--- src/rtl/trig_mode_ctrl_if.sv ---
// Bus bundle between the register bank / DAQ side and trig_mode_ctrl.
// The auto_en and dwell signals exist only when TRIG_MODE_AUTO_EN is defined.
interface trig_mode_ctrl_if #(
    parameter int unsigned CNT_W   = 32
`ifdef TRIG_MODE_AUTO_EN
    ,
    parameter int unsigned DWELL_W = 32
`endif
);
    logic             mode_req;
    logic             mode_wr;
    logic             trig_single;
    logic             trig_double;
    logic             trig_mux;
    logic             cnt_clr;
    logic             sel;
    logic             trig_out;
    logic             blank;
    logic             busy;
    logic             mode_ack;
    logic [CNT_W-1:0] cnt_single;
    logic [CNT_W-1:0] cnt_double;
`ifdef TRIG_MODE_AUTO_EN
    logic               auto_en;
    logic [DWELL_W-1:0] dwell;
`endif

    modport master (
        output mode_req,
        output mode_wr,
        output trig_single,
        output trig_double,
        output trig_mux,
        output cnt_clr,
`ifdef TRIG_MODE_AUTO_EN
        output auto_en,
        output dwell,
`endif
        input  sel,
        input  trig_out,
        input  blank,
        input  busy,
        input  mode_ack,
        input  cnt_single,
        input  cnt_double
    );

    modport slave (
        input  mode_req,
        input  mode_wr,
        input  trig_single,
        input  trig_double,
        input  trig_mux,
        input  cnt_clr,
`ifdef TRIG_MODE_AUTO_EN
        input  auto_en,
        input  dwell,
`endif
        output sel,
        output trig_out,
        output blank,
        output busy,
        output mode_ack,
        output cnt_single,
        output cnt_double
    );
endinterface

--- src/rtl/trig_mode_ctrl.sv ---
// Single/double trigger-path select sequencer: guarded mux switching, trigger blanking
// around each switch and per-mode trigger counters. Auto-switch option: TRIG_MODE_AUTO_EN.
module trig_mode_ctrl #(
    parameter int unsigned GUARD_CYCLES = 16,
    parameter int unsigned CNT_W        = 32
`ifdef TRIG_MODE_AUTO_EN
    ,
    parameter int unsigned DWELL_W      = 32
`endif
) (
    input  logic            i_clk,
    input  logic            i_rstn,
    trig_mode_ctrl_if.slave io_bus
);

    localparam int unsigned   GW         = (GUARD_CYCLES > 1) ? $clog2(GUARD_CYCLES) : 1;
    localparam logic [GW-1:0] GUARD_LAST = GW'(GUARD_CYCLES - 1);

    typedef enum logic [1:0] {
        StActive = 2'd0,
        StBlank  = 2'd1,
        StSettle = 2'd2
    } state_e;

    state_e           r_state;
    state_e           w_state_nxt;
    logic             r_sel;
    logic             w_sel_nxt;
    logic [GW-1:0]    r_cnt;
    logic [GW-1:0]    w_cnt_nxt;
    logic             r_pend_vld;
    logic             w_pend_vld_nxt;
    logic             r_pend_mode;
    logic             w_pend_mode_nxt;
    logic             r_ack;
    logic             w_ack_nxt;
    logic             r_trig_out;
    logic             r_mux_prev;
    logic [CNT_W-1:0] r_cnt_single;
    logic [CNT_W-1:0] r_cnt_double;

    logic w_active;
    logic w_activity;
    logic w_rise;
    logic w_req_vld;
    logic w_req_mode;
    logic w_auto_fire;

    assign w_active   = (r_state == StActive);
    assign w_activity = io_bus.trig_single | io_bus.trig_double;
    assign w_rise     = io_bus.trig_mux & ~r_mux_prev & w_active;

`ifdef TRIG_MODE_AUTO_EN
    localparam int unsigned DW1 = DWELL_W + 1;

    logic [DWELL_W-1:0] r_dwell_cnt;
    logic [DWELL_W-1:0] w_dwell_nxt;

    // r_dwell_cnt holds completed ACTIVE cycles, so the current cycle is the count plus one
    assign w_auto_fire = io_bus.auto_en && (io_bus.dwell != '0) &&
                         ((DW1'(r_dwell_cnt) + DW1'(1)) >= DW1'(io_bus.dwell));

    always_comb begin
        w_dwell_nxt = '0;
        if (w_active && (w_state_nxt == StActive) && !io_bus.mode_wr) begin
            w_dwell_nxt = (r_dwell_cnt == '1) ? r_dwell_cnt : r_dwell_cnt + DWELL_W'(1);
        end
    end

    always_ff @(posedge i_clk or negedge i_rstn) begin
        if (!i_rstn) begin
            r_dwell_cnt <= '0;
        end else begin
            r_dwell_cnt <= w_dwell_nxt;
        end
    end
`else
    assign w_auto_fire = 1'b0;
`endif

    // Request source priority: external write, then the held pending slot, then auto
    always_comb begin
        w_req_vld  = 1'b0;
        w_req_mode = r_sel;
        if (io_bus.mode_wr) begin
            w_req_vld  = 1'b1;
            w_req_mode = io_bus.mode_req;
        end else if (r_pend_vld) begin
            w_req_vld  = 1'b1;
            w_req_mode = r_pend_mode;
        end else if (w_auto_fire) begin
            w_req_vld  = 1'b1;
            w_req_mode = ~r_sel;
        end
    end

    always_comb begin
        w_state_nxt     = r_state;
        w_sel_nxt       = r_sel;
        w_cnt_nxt       = r_cnt;
        w_ack_nxt       = 1'b0;
        w_pend_vld_nxt  = r_pend_vld;
        w_pend_mode_nxt = r_pend_mode;
        unique case (r_state)
            StActive: begin
                w_pend_vld_nxt = 1'b0;
                if (w_req_vld) begin
                    if (w_req_mode != r_sel) begin
                        w_state_nxt = StBlank;
                        w_cnt_nxt   = '0;
                    end else begin
                        w_ack_nxt = 1'b1;
                    end
                end
            end
            StBlank: begin
                if (w_activity) begin
                    w_cnt_nxt = '0;
                end else if (r_cnt == GUARD_LAST) begin
                    w_state_nxt = StSettle;
                    w_sel_nxt   = ~r_sel;
                    w_cnt_nxt   = '0;
                end else begin
                    w_cnt_nxt = r_cnt + GW'(1);
                end
            end
            StSettle: begin
                if (r_cnt == GUARD_LAST) begin
                    w_state_nxt = StActive;
                    w_ack_nxt   = 1'b1;
                    w_cnt_nxt   = '0;
                end else begin
                    w_cnt_nxt = r_cnt + GW'(1);
                end
            end
            default: begin
                w_state_nxt = StActive;
                w_cnt_nxt   = '0;
            end
        endcase
        // Writes that arrive mid-switch land in a single slot; the last one wins
        if (!w_active && io_bus.mode_wr) begin
            w_pend_vld_nxt  = 1'b1;
            w_pend_mode_nxt = io_bus.mode_req;
        end
    end

    always_ff @(posedge i_clk or negedge i_rstn) begin
        if (!i_rstn) begin
            r_state     <= StActive;
            r_sel       <= 1'b0;
            r_cnt       <= '0;
            r_pend_vld  <= 1'b0;
            r_pend_mode <= 1'b0;
            r_ack       <= 1'b0;
        end else begin
            r_state     <= w_state_nxt;
            r_sel       <= w_sel_nxt;
            r_cnt       <= w_cnt_nxt;
            r_pend_vld  <= w_pend_vld_nxt;
            r_pend_mode <= w_pend_mode_nxt;
            r_ack       <= w_ack_nxt;
        end
    end

    always_ff @(posedge i_clk or negedge i_rstn) begin
        if (!i_rstn) begin
            r_trig_out <= 1'b0;
            r_mux_prev <= 1'b0;
        end else begin
            r_trig_out <= io_bus.trig_mux & w_active;
            r_mux_prev <= io_bus.trig_mux;
        end
    end

    // Counters saturate at all-ones; a clear beats an edge in the same cycle
    always_ff @(posedge i_clk or negedge i_rstn) begin
        if (!i_rstn) begin
            r_cnt_single <= '0;
            r_cnt_double <= '0;
        end else if (io_bus.cnt_clr) begin
            r_cnt_single <= '0;
            r_cnt_double <= '0;
        end else if (w_rise) begin
            if (r_sel) begin
                if (r_cnt_double != '1) begin
                    r_cnt_double <= r_cnt_double + CNT_W'(1);
                end
            end else begin
                if (r_cnt_single != '1) begin
                    r_cnt_single <= r_cnt_single + CNT_W'(1);
                end
            end
        end
    end

    assign io_bus.sel        = r_sel;
    assign io_bus.trig_out   = r_trig_out;
    assign io_bus.blank      = ~w_active;
    assign io_bus.busy       = ~w_active;
    assign io_bus.mode_ack   = r_ack;
    assign io_bus.cnt_single = r_cnt_single;
    assign io_bus.cnt_double = r_cnt_double;

endmodule

--- src/flat_wrapper.sv ---
// flat-port wrapper written by rule: the top's interface ports become plain ports
module trig_mode_ctrl_flat 
#(
    parameter int unsigned GUARD_CYCLES = 16,
    parameter int unsigned CNT_W        = 32

)
  (i_clk, i_rstn, io_bus_mode_req, io_bus_mode_wr, io_bus_trig_single, io_bus_trig_double, io_bus_trig_mux, io_bus_cnt_clr, io_bus_sel, io_bus_trig_out, io_bus_blank, io_bus_busy, io_bus_mode_ack, io_bus_cnt_single, io_bus_cnt_double);
  trig_mode_ctrl_if #(.CNT_W(CNT_W)) io_bus_i ();
  input  logic i_clk;
  input  logic i_rstn;
  input wire logic [$bits(io_bus_i.mode_req)-1:0] io_bus_mode_req;
  input wire logic [$bits(io_bus_i.mode_wr)-1:0] io_bus_mode_wr;
  input wire logic [$bits(io_bus_i.trig_single)-1:0] io_bus_trig_single;
  input wire logic [$bits(io_bus_i.trig_double)-1:0] io_bus_trig_double;
  input wire logic [$bits(io_bus_i.trig_mux)-1:0] io_bus_trig_mux;
  input wire logic [$bits(io_bus_i.cnt_clr)-1:0] io_bus_cnt_clr;
  output wire logic [$bits(io_bus_i.sel)-1:0] io_bus_sel;
  output wire logic [$bits(io_bus_i.trig_out)-1:0] io_bus_trig_out;
  output wire logic [$bits(io_bus_i.blank)-1:0] io_bus_blank;
  output wire logic [$bits(io_bus_i.busy)-1:0] io_bus_busy;
  output wire logic [$bits(io_bus_i.mode_ack)-1:0] io_bus_mode_ack;
  output wire logic [$bits(io_bus_i.cnt_single)-1:0] io_bus_cnt_single;
  output wire logic [$bits(io_bus_i.cnt_double)-1:0] io_bus_cnt_double;
  assign io_bus_i.mode_req = io_bus_mode_req;
  assign io_bus_i.mode_wr = io_bus_mode_wr;
  assign io_bus_i.trig_single = io_bus_trig_single;
  assign io_bus_i.trig_double = io_bus_trig_double;
  assign io_bus_i.trig_mux = io_bus_trig_mux;
  assign io_bus_i.cnt_clr = io_bus_cnt_clr;
  assign io_bus_sel = io_bus_i.sel;
  assign io_bus_trig_out = io_bus_i.trig_out;
  assign io_bus_blank = io_bus_i.blank;
  assign io_bus_busy = io_bus_i.busy;
  assign io_bus_mode_ack = io_bus_i.mode_ack;
  assign io_bus_cnt_single = io_bus_i.cnt_single;
  assign io_bus_cnt_double = io_bus_i.cnt_double;
  trig_mode_ctrl #(.GUARD_CYCLES(GUARD_CYCLES), .CNT_W(CNT_W)) u_core (.i_clk(i_clk), .i_rstn(i_rstn), .io_bus(io_bus_i));
endmodule
--- config.mk ---
export PLATFORM = sky130hd
export DESIGN_NAME = trig_mode_ctrl_flat
export DESIGN_NICKNAME = d
export VERILOG_FILES = /design/src/rtl/trig_mode_ctrl_if.sv /design/src/rtl/trig_mode_ctrl.sv /design/src/flat_wrapper.sv
export SDC_FILE = /design/constraint.sdc
export NUM_CORES = 1
export LEC_CHECK = 0
export ABC_AREA = 1
export BUFFER_PORTS_ARGS = -buffer_cell sky130_fd_sc_hd__buf_2
export CAP_MARGIN = 0
export CELL_PAD_IN_SITES_DETAIL_PLACEMENT = 1
export CELL_PAD_IN_SITES_GLOBAL_PLACEMENT = 1
export CORE_AREA = 8 8 105 145
export CTS_CLUSTER_SIZE = 24
export DETAILED_ROUTE_END_ITERATION = 12
export DIE_AREA = 0 0 113 153
export GPL_TIMING_DRIVEN = 0
export PLACE_DENSITY_LB_ADDON = 0.08
export SLEW_MARGIN = 20
export SYNTH_ARGS = -nofsm -noshare
export SYNTH_HDL_FRONTEND = slang
export SYNTH_SLANG_ARGS = --single-unit
--- constraint.sdc ---
create_clock -name i_clk -period 2.06 [get_ports i_clk]
set_input_delay 0.412 -clock i_clk [delete_from_list [all_inputs] [get_ports i_clk]]
set_output_delay 0.412 -clock i_clk [all_outputs]
set_load 0.02 [all_outputs]
==> reports/qor.yml, run 1 <==
syn-num-nets: 790
synth.cell_area_um2: 5360
leakage_nw: 2.97
num_rows: 50
nets: 880
gp_congestion: 0.912
die_y_um: 153
ys_top_cells_by_area: "dfrtp_1, nand2_1, nor2_1"
overflow: 0
layout_setup_ws_ns: 0.102
path_clk_slew_ns: 0.06
rsz0062_at_grt: "false"
grt_pass1_vias: 5970
pre_cts_ws_ns: -0.284
synth-edff-count: 0
initial_utilization_pct: 40.8
start_kind: "flip-flop"
cts.path.max_buffers: 2
die_area_um2: 17300
netlist.area_leader.share_pct: 35.5
die_x_um: 113
io_buffers: 75
skew_ns: 0.00694
status: "finished clean"
synth_cells: 776
syn_avg_cell_area_um2: 6.90
vdd_drop_max_mv: 0.338
antenna_found_initial: 0
maxSlewHeadroom_pct: 55.5
slowest_delay_ns: 0.44
grt_first_pass_wirelength_um: 30500
htreeDepth: 3
ys_warn_count: 0
antenna_cells: 0
syn2layout_area_growth_pct: 18.3
antenna_left: 0
grt_max_degree: 47
synthFlopType: "dfrtp_1"
dpl.hpwl_um: 14400
cts_buffers: 9
io_pins: 77
p_per_area_nw_per_um2: 661
synth_seq_cells: 76
finalHoldViolCount: 0
grt_usage_pct: 22.2
final_max_slew_viol_count: 0
synthArstFlopShare_pct: 100
synth_common_cells: "nand2_1, nor2_1, nand3_1"
drt-total-wl_um: 18600
synth_most_common_cell: "nand2_1"
drtIter0Drc: 172
fillers: 1751
path_cells: "ha_4 -> inv_2 -> nor2_4 -> nand2_2 -> nor2_4 -> nand3_1 -> nand2_1 -> buf_8 -> buf_6 -> nand2_1 -> o21ai_2"
vias: 5435
avgViaCountPerCell: 5.30
cts_tree: "built"
worst_pin_slew_ns: 0.668
core_um2: 13100
numClockSinks: 76
clock-root-buffer: "clkbuf_16"
clkLatencyLatePin_ns: 0.34
cap_viol_max_count: 0
crit_path_end_kind: "flip-flop"
synth.distinct_cells: 35
crit_required_ns: 2.34
period_share_pct: 95.1
tns_ns: 0
worstSetupPathType: "reg2reg"
cts_hold_buf: 0
worstPathArrival_ns: 2.24
cp_slowest_cell: "dfrtp_2"
cp_max_fo: 10
wl_per_cell_um: 18.1
hp-class: "in2async"
drive_gt1_share_pct: 23.4
drt_first_pass_iters: 4
synth_seq_area_share_pct: 35.5
finalSetupViolCount: 0
yosysTopAreaCell: "dfrtp_1"
period_minus_slack_ns: 1.96
drc_errors: 0
max_freq_ghz: 0.511
ff2ff_setup_slack_ns: 0.10
## cells by family after synthesis
family,count (synthesis),share of synthesized area [%]
xor gates and xnor gates,24,3.93
buffers and inverters,87,8.22
adders and majority gates,6,1.40
AOI/OAI and AO/OA,56,8.04
DFF,76,35.5
and+or+nand+nor,527,42.9
## layout make-up
class	count	area [µm²]	area share (%)
well taps	156	195	3.08
plain buffers	20	198	3.12
flip-flops and latches	76	1910	30.1
clock inverters	3	43.8	0.691
multi-input cells	613	3050	48.1
repair buffers	79	428	6.75
inverters	67	251	3.97
clock buffers	12	267	4.21
## state kept, by name (all words and copies together) (netlist names), 2 cells and up
name,count
u_core.r_cnt,4
u_core.io_bus.cnt_double,32
u_core.r_state,2
u_core.io_bus.cnt_single,32
## what timing repair did
action,in CTS,in global routing
setup endpoints to repair,62,42
resized for setup,7,9
setup buffers,1,2
pin swaps,0,1
## per-stage QoR
stage / instance area, µm² / util, % / power, W / std cells / hold WS (ns)
2_1_floorplan: 5360 / - / 0.00221 / 776 / 0.116
3_3_place_gp: 5930 / 45.1 / 0.00243 / 1007 / 0.503
3_5_place_dp: 5960 / 45.3 / 0.00249 / 1008 / 0.396
4_1_cts: 6300 / 48.0 / 0.00422 / 1024 / 0.0242
5_1_grt: 6330 / 48.2 / 0.00437 / 1026 / 0.0496
6_report: 6330 / 48.2 / 0.00419 / 1026 / 0.0143
## worst paths after layout
check	depth (start not counted)	endpoint	startpoint
min in group i_clk	1	u_core.r_mux_prev$_DFF_PN0_	io_bus_trig_mux
hold reg to reg	2	u_core.r_state[1]$_DFFE_PN0P_	u_core.r_state[1]$_DFFE_PN0P_
max in group asynchronous	2	u_core.r_state[0]$_DFFE_PN0P_	i_rstn
hold / removal	1	u_core.io_bus.cnt_single[0]$_DFFE_PN0P_	i_rstn
setup / recovery	11	u_core.io_bus.cnt_double[3]$_DFFE_PN0P_	u_core.io_bus.cnt_double[0]$_DFFE_PN0P_
setup reg to reg	11	u_core.io_bus.cnt_double[3]$_DFFE_PN0P_	u_core.io_bus.cnt_double[0]$_DFFE_PN0P_
## placed cells by master (no fill, tap or decap), types with 9 or more instances in the layout
master,count
xor2_1,16
nand2_2,29
buf_2,76
o21ai_0,10
nand2_1,267
nor2_1,116
clkbuf_16,9
o21ai_2,37
nand3_1,87
inv_1,63
dfrtp_1,72
## power by group
group / switching [W] / total, W / internal, W
Clock: 0.000670 / 0.00170 / 0.00103
Combinational: 0.000540 / 0.000827 / 0.000287
Sequential: 0.0000762 / 0.00166 / 0.00158
Total: 0.00129 / 0.00419 / 0.00290
## metal layers
metal | up-vias | part of all wire (%) | GRT usage [%]
li1 | 2616 | - | -
met1 | 2695 | 38 | 23.0
met2 | 95 | 56 | 42.7
met3 | 29 | 3.1 | 3.39
met4 | 0 | 2.7 | 9.24
met5 | - | 0 | 0
## critical path, delay by kind of cell, from the launching register on
kind                     cells  cell delay (ns)
flip-flops                   1             0.44
adder cells (fa/ha/maj)      1             0.20
buffers and inverters        3             0.43
AO/OA/AOI/OAI                1             0.06
AND/OR/NAND/NOR              6             0.76
No activity file was read; power rests on OpenSTA's default activity.
==> run 2: changes to the inputs <==
--- a/config.mk
+++ b/config.mk
@@ -5,18 +5,18 @@
 export SDC_FILE = /design/constraint.sdc
 export NUM_CORES = 1
 export LEC_CHECK = 0
-export ABC_AREA = 1
 export BUFFER_PORTS_ARGS = -buffer_cell sky130_fd_sc_hd__buf_2
 export CAP_MARGIN = 0
 export CELL_PAD_IN_SITES_DETAIL_PLACEMENT = 1
 export CELL_PAD_IN_SITES_GLOBAL_PLACEMENT = 1
-export CORE_AREA = 8 8 105 145
+export CORE_AREA = 8 8 91 126
 export CTS_CLUSTER_SIZE = 24
 export DETAILED_ROUTE_END_ITERATION = 12
-export DIE_AREA = 0 0 113 153
+export DIE_AREA = 0 0 99 134
 export GPL_TIMING_DRIVEN = 0
 export PLACE_DENSITY_LB_ADDON = 0.08
 export SLEW_MARGIN = 20
 export SYNTH_ARGS = -nofsm -noshare
 export SYNTH_HDL_FRONTEND = slang
 export SYNTH_SLANG_ARGS = --single-unit
+export TNS_END_PERCENT = 100
==> constraint.sdc (replaced) <==
create_clock -name i_clk -period 2.3 [get_ports i_clk]
set_input_delay 0.46 -clock i_clk [delete_from_list [all_inputs] [get_ports i_clk]]
set_output_delay 0.46 -clock i_clk [all_outputs]
set_load 0.02 [all_outputs]
==> reports/qor.yml, run 2 <==
final_common_cell: "buf_2"  # was nand2_1
post_dp_cell_area_um2: 4880  # was 5960 µm²
synth_most_common_cell: "dfrtp_1"  # was nand2_1
synth_cells: 470  # was 776
hp-class: "in2async"  # unchanged
antenna_cells: 0  # unchanged
overflow: 0  # unchanged
ys_warn_count: 0  # unchanged
dpl.hpwl_um: 9710  # was 14400 µm
synthFlopType: "dfrtp_1"  # unchanged
path_depth: 8  # was 11
cts_tree: "built"  # unchanged
yosysTopAreaCell: "dfrtp_1"  # unchanged
die_area_um2: 13300  # was 17300 µm²
synth_common_cells: "dfrtp_1, nor2_1, a21oi_1"  # was nand2_1, nor2_1, nand3_1
finalSetupViolCount: 3  # was 0
p_per_area_nw_per_um2: 622  # was 661 nW/µm²
crit_family: "simple AND/OR/NAND/NOR gates"  # unchanged
slowest_delay_ns: 0.44  # about the same
core_um2: 9630  # was 13100 µm²
io_buffers: 76  # was 75
drtIter0Drc: 118  # was 172
antenna_found_initial: 0  # unchanged
syn-num-nets: 484  # was 790
final_max_slew_viol_count: 0  # unchanged
worstSetupPathType: "reg2reg"  # unchanged
cap_viol_max_count: 0  # unchanged
rsz0062_at_grt: "true"  # was false
grt_first_pass_wirelength_um: 22600  # was 30500 µm
worstRegToRegCells: 8  # was 11
period_share_pct: 101  # was 95.1%
antenna_left: 0  # unchanged
maxSlewHeadroom_pct: 54.1  # was 55.5%
drc_errors: 0  # unchanged
gp_congestion: 0.892  # was 0.912
max_freq_ghz: 0.429  # was 0.511 GHz
leakage_nw: 2.49  # was 2.97 nW
skew_ns: 0.00979  # was 0.00694 ns
avgViaCountPerCell: 6.11  # was 5.30
synth.cell_area_um2: 4330  # was 5360 µm²
drt-total-wl_um: 14900  # was 18600 µm
syn_avg_cell_area_um2: 9.21  # was 6.90 µm²
grtUsageMet3_pct: 3.79  # was 3.39%
met1_usage_pct: 23.5  # was 23.0%
period_minus_slack_ns: 2.33  # was 1.96 ns
synth_seq_cells: 76  # unchanged
drt_first_pass_iters: 4  # unchanged
critPathBufInv: 2  # was 3
nets: 599  # was 880
layout_setup_ws_ns: -0.0327  # was 0.102 ns
violations: "setup timing"
use_met2_pct: 38.1  # was 42.7%
cp_slowest_cell: "dfrtp_1"  # was dfrtp_2
worstPathArrival_ns: 2.53  # was 2.24 ns
clkLatencyLatePin_ns: 0.34  # about the same
status: "finished with violations"  # was finished clean
initial_utilization_pct: 44.9  # was 40.8%
start_kind: "flip-flop"  # unchanged
crit_path_end_kind: "flip-flop"  # unchanged
vdd_drop_max_mv: 0.579  # was 0.338 mV
synthArstFlopShare_pct: 100  # unchanged
synth-edff-count: 0  # unchanged
busiest_layer: "met2"  # unchanged
cp_max_fo: 10  # unchanged
ys_top_cells_by_area: "dfrtp_1, xnor2_1, nor2_1"  # was dfrtp_1, nand2_1, nor2_1
finalHoldViolCount: 0  # unchanged
grt_pass1_vias: 4379  # was 5970
io_pins: 77  # unchanged
path_clk_slew_ns: 0.07  # was 0.06 ns
worst_pin_slew_ns: 0.689  # was 0.668 ns
netlist.area_leader.share_pct: 43.9  # was 35.5%
die_x_um: 99  # was 113 µm
grt_max_degree: 50  # was 47
cts_buffers: 9  # unchanged
clock-root-buffer: "clkbuf_16"  # unchanged
die_y_um: 134  # was 153 µm
cts.path.max_buffers: 2  # unchanged
path_cells: "inv_2 -> ha_4 -> nand4bb_4 -> or3_4 -> buf_2 -> nor4b_1 -> xnor2_1 -> nor2_1"  # was ha_4 -> inv_2 -> nor2_4 -> nand2_2 -> nor2_4 -> nand3_1 -> nand2_1 -> buf_8 -> buf_6 -> nand2_1 -> o21ai_2
grt_usage_pct: 21.1  # was 22.2%
final_cell_mix: "buf_2, dfrtp_1, nor2_1"  # was nand2_1, nor2_1, nand3_1
num_rows: 43  # was 50
syn2layout_area_growth_pct: 30.9  # was 18.3%
htreeDepth: 3  # unchanged
synth.distinct_cells: 57  # was 35
design_area_um2: 5670  # was 6330 µm²
synth_seq_area_share_pct: 43.9  # was 35.5%
crit_required_ns: 2.50  # was 2.34 ns
drive_gt1_share_pct: 32.7  # was 23.4%
wl_per_cell_um: 21.2  # was 18.1 µm
vias: 4291  # was 5435
total_power_w: 0.00352  # was 0.00419 W
numClockSinks: 76  # unchanged
## run 2: cell count changes in the layout (fill, tap and decap cells not counted), sizes merged, moves of 19 or more
cell	delta
a21oi	+27
buf	+19
inv	-56
nand2	-269
nand3	-67
nand4	+22
nor2	-72
o21ai	-24
or3	+19
## run 2: final timing paths
| kind | endpoint | from | slack [ns] |
|---|---|---|---|
| min in group i_clk | u_core.r_mux_prev$_DFF_PN0_ | io_bus_trig_mux | 0.33 |
| max | u_core.io_bus.cnt_single[26]$_DFFE_PN0P_ | u_core.r_state[0]$_DFFE_PN0P_ | -0.03 |
| min reg2reg | u_core.io_bus.mode_ack$_DFF_PN0_ | u_core.r_pend_vld$_DFFE_PN0P_ | 0.53 |
| max reg2reg | u_core.io_bus.cnt_single[26]$_DFFE_PN0P_ | u_core.r_state[0]$_DFFE_PN0P_ | -0.03 |
| max in group asynchronous | u_core.io_bus.cnt_single[10]$_DFFE_PN0P_ | i_rstn | 1.66 |
| min | u_core.io_bus.cnt_double[12]$_DFFE_PN0P_ | i_rstn | 0.06 |
## run 2: area by class of cell
cell class	count	area [µm²]
Buffer	20	108
Clock buffer	12	256
Clock inverter	4	47.5
Fill cell	1112	3970
Inverter	12	45.0
Multi-Input combinational cell	360	2510
Sequential cell	76	1910
Tap cell	112	140
Timing Repair Buffer	106	651
## run 2: power by group
group          internal, W  total (W)  switching (W)  leakage, nW
sequential         0.00140    0.00145      0.0000521         1.04
clock             0.000897    0.00146       0.000568        0.149
combinational     0.000241   0.000609       0.000368         1.30
## run 2: layer usage
layer,part of all wire (%),vias to the layer above,wire length [µm]
met3,4.2,35,623
met2,54,108,8000
met4,3.5,0,521
met1,38,2163,5720
met5,0,-,0
li1,-,1985,-
## run 2: repair_timing
action | 4_1_cts | 5_1_grt
hold buffers | 0 | 0
pin swaps | 8 | 13
setup buffers | 11 | 16
endpoints found under the setup margin | 48 | 61
gates resized for setup | 24 | 41
gates cloned | 0 | 1
## run 2: per-stage QoR
| step | cells | utilization [%] | hold WS [ns] | setup TNS (ns) | setup slack [ns] |
|---|---|---|---|---|---|
| global route | 702 | 58.8 | 0.0777 | -0.980 | -0.0932 |
| floorplan | 470 | - | 0.164 | 0 | 0.0309 |
| CTS | 685 | 55.6 | 0.0600 | -0.0640 | -0.0580 |
| detailed placement | 659 | 50.7 | 0.419 | -10.30 | -0.472 |
| finish | 702 | 58.8 | 0.0562 | -0.0332 | -0.0327 |
| global placement | 658 | 50.4 | 0.497 | -8.55 | -0.458 |
## run 2: logic make-up (layout without fill, tap and decap cells)
| logic type | Yosys count | after routing | share of synthesized area (%) |
|---|---|---|---|
| AOI/OAI and AO/OA | 95 | 95 | 13.9 |
| and+or+nand+nor | 221 | 221 | 28.8 |
| xor gates and xnor gates | 28 | 28 | 5.67 |
| DFF | 76 | 76 | 43.9 |
| muxes | 10 | 10 | 2.57 |
| buffers and inverters | 34 | 154 | 3.32 |
| adders and majority gates | 6 | 6 | 1.73 |
==> run 3: changes to the inputs <==
--- a/config.mk
+++ b/config.mk
@@ -5,12 +5,12 @@
 export SDC_FILE = /design/constraint.sdc
 export NUM_CORES = 1
 export LEC_CHECK = 0
-export BUFFER_PORTS_ARGS = -buffer_cell sky130_fd_sc_hd__buf_2
+export BUFFER_PORTS_ARGS = -buffer_cell sky130_fd_sc_hd__buf_4
 export CAP_MARGIN = 0
 export CELL_PAD_IN_SITES_DETAIL_PLACEMENT = 1
 export CELL_PAD_IN_SITES_GLOBAL_PLACEMENT = 1
 export CORE_AREA = 8 8 91 126
-export CTS_CLUSTER_SIZE = 24
+export CTS_CLUSTER_SIZE = 8
 export DETAILED_ROUTE_END_ITERATION = 12
 export DIE_AREA = 0 0 99 134
 export GPL_TIMING_DRIVEN = 0
==> constraint.sdc (replaced) <==
create_clock -name i_clk -period 2.95 [get_ports i_clk]
set_input_delay 0.59 -clock i_clk [delete_from_list [all_inputs] [get_ports i_clk]]
set_output_delay 0.59 -clock i_clk [all_outputs]
set_load 0.02 [all_outputs]
==> reports/qor.yml, run 3 (synthesized netlist as in run 2, its figures left out) <==
crit_family: "simple AND/OR/NAND/NOR gates"  # unchanged
clock-root-buffer: "clkbuf_16"  # unchanged
final_max_slew_viol_count: 0  # unchanged
numClockSinks: 76  # unchanged
period_minus_slack_ns: 2.77  # was 2.33 ns
die_area_um2: 13300  # unchanged
finalHoldViolCount: 0  # unchanged
cts_buffers: 9  # unchanged
worstRegToRegCells: 9  # was 8
layout_setup_ws_ns: 0.182  # was -0.0327 ns
initial_utilization_pct: 44.9  # unchanged
final_common_cell: "buf_4"  # was buf_2
worst_pin_slew_ns: 0.778  # was 0.689 ns
grt_usage_pct: 21.3  # was 21.1%
path_cells: "inv_1 -> ha_1 -> and4b_1 -> buf_2 -> nand4_1 -> or2_0 -> clkbuf_1 -> nor4bb_1 -> mux2_2"  # was inv_2 -> ha_4 -> nand4bb_4 -> or3_4 -> buf_2 -> nor4b_1 -> xnor2_1 -> nor2_1
worstSetupPathType: "reg2reg"  # unchanged
cts_hold_buf: 0  # unchanged
cp_max_fo: 7  # was 10
cts_tree: "built"  # unchanged
nets: 575  # was 599
dpl.hpwl_um: 9900  # was 9710 µm
finalSetupViolCount: 0  # was 3
vias: 4146  # was 4291
p_int_w: 0.00194  # was 0.00254 W
post_cts_buffers: 0  # was 11
rsz0062_at_grt: "false"  # was true
drive_gt1_share_pct: 22.8  # was 32.7%
core_um2: 9630  # unchanged
skew_ns: 0.00370  # was 0.00979 ns
io_buffers: 76  # unchanged
ff2ff_setup_slack_ns: 0.18  # was -0.03 ns
critPathBufInv: 3  # was 2
cp_slowest_cell: "dfrtp_1"  # unchanged
drt_first_pass_iters: 4  # unchanged
overflow: 0  # unchanged
start_kind: "flip-flop"  # unchanged
leakage_nw: 2.28  # was 2.49 nW
drc_errors: 0  # unchanged
grt_first_pass_wirelength_um: 22700  # was 22600 µm
vdd_drop_max_mv: 0.348  # was 0.579 mV
netSwitchingPower_w: 0.000729  # was 0.000988 W
p_per_area_nw_per_um2: 495  # was 622 nW/µm²
worstPathArrival_ns: 2.99  # was 2.53 ns
clockPowerShare_pct: 42.8  # was 41.6%
cts_resized: 0  # was 24
drtIter0Drc: 124  # was 118
cts.path.max_buffers: 2  # unchanged
path_clk_slew_ns: 0.06  # was 0.07 ns
grt_max_degree: 77  # was 50
num_rows: 43  # unchanged
total_power_w: 0.00267  # was 0.00352 W
period_share_pct: 93.8  # was 101%
clkLatencyLatePin_ns: 0.34  # about the same
antenna_cells: 0  # unchanged
timing.hold.ws_ns: 0.215  # was 0.0562 ns
antenna_left: 0  # unchanged
p_seq_share_pct: 42.1  # was 41.2%
status: "finished clean"  # was finished with violations
hp-class: "in2async"  # unchanged
pre_cts_ws_ns: 0.0462  # was -0.472 ns
max_freq_ghz: 0.361  # was 0.429 GHz
slowest_delay_ns: 0.39  # was 0.44 ns
io_pins: 77  # unchanged
worstReg2RegStart: "u_core.r_state[1]$_DFFE_PN0P_"  # was u_core.r_state[0]$_DFFE_PN0P_
final_cell_mix: "buf_4, dfrtp_1, nor2_1"  # was buf_2, dfrtp_1, nor2_1
avgViaCountPerCell: 6.12  # was 6.11
antenna_found_initial: 0  # unchanged
regToRegEndpoint: "u_core.io_bus.cnt_double[23]$_DFFE_PN0P_"  # was u_core.io_bus.cnt_single[26]$_DFFE_PN0P_
die_x_um: 99  # unchanged
crit_path_end_kind: "flip-flop"  # unchanged
crit_required_ns: 3.17  # was 2.50 ns
drt-total-wl_um: 13600  # was 14900 µm
die_y_um: 134  # unchanged
syn2layout_area_growth_pct: 24.5  # was 30.9%
maxSlewHeadroom_pct: 47.7  # was 54.1%
grt_pass1_vias: 4476  # was 4379
p_sw_share_pct: 27.3  # was 28.0%
wl_per_cell_um: 20.0  # was 21.2 µm
tns_ns: 0  # was -0.0332 ns
power_frac_comb_pct: 15.2  # was 17.3%
gp_congestion: 0.874  # was 0.892
cap_viol_max_count: 0  # unchanged
htreeDepth: 3  # unchanged
## run 3: metal layers
metal	part of all wire [%]	routed length [µm]	up-vias	GRT usage, %
met3	3.9	532	38	3.73
met5	0	0	-	0
met4	3.4	462	0	12.0
met1	40	5390	2092	22.9
li1	-	-	1918	-
met2	53	7190	98	38.2
## run 3: power by group through the flow
stage	registers [W]	logic [W]	clock network, W
after CTS	0.00112	0.000398	0.00116
after detailed placement	0.00114	0.000391	0
after global routing	0.00113	0.000446	0.00120
final	0.00112	0.000405	0.00114
after floorplan	0.00115	0.000226	0
after global placement	0.00114	0.000375	0
## run 3: worst max path at each step
stage	startpoint	endpoint	slack, ns	depth (start not counted)
global placement	u_core.r_state[0]$_DFFE_PN0P_	u_core.io_bus.cnt_single[29]$_DFFE_PN0P_	0.14	7
detailed placement	u_core.r_state[1]$_DFFE_PN0P_	u_core.io_bus.cnt_single[29]$_DFFE_PN0P_	0.05	7
global route	u_core.io_bus.cnt_single[0]$_DFFE_PN0P_	u_core.io_bus.cnt_single[9]$_DFFE_PN0P_	0.02	8
CTS	u_core.r_state[1]$_DFFE_PN0P_	u_core.io_bus.cnt_single[29]$_DFFE_PN0P_	0.04	7
finish	u_core.r_state[1]$_DFFE_PN0P_	u_core.io_bus.cnt_double[23]$_DFFE_PN0P_	0.18	9
floorplan	u_core.io_bus.cnt_single[0]$_DFFE_PN0P_	u_core.io_bus.cnt_single[1]$_DFFE_PN0P_	0.60	8
## run 3: area by class of cell
type,instances,area (µm²)
inverters,12,45.0
repair buffers,80,611
clock buffers,12,256
clock inverters,4,47.5
multi-input cells,360,2290
well taps,112,140
plain buffers,22,98.8
flip-flops and latches,76,1900
fillers,1144,4240
## run 3: worst register-to-register path: stages (launching register included)
cell and delay (ns):
dfrtp_1 0.39, inv_1 0.11, ha_1 0.30, and4b_1 0.27
buf_2 0.18, nand4_1 0.25, or2_0 0.28, clkbuf_1 0.18
nor4bb_1 0.32, mux2_2 0.37
## run 3: metrics by stage
stage | area [µm²] | util, % | std cells
floorplan | 4330 | - | 470
global placement | 5040 | 52.3 | 658
detailed placement | 5040 | 52.3 | 658
CTS | 5340 | 55.5 | 674
global route | 5390 | 56.0 | 678
finish | 5390 | 56.0 | 678
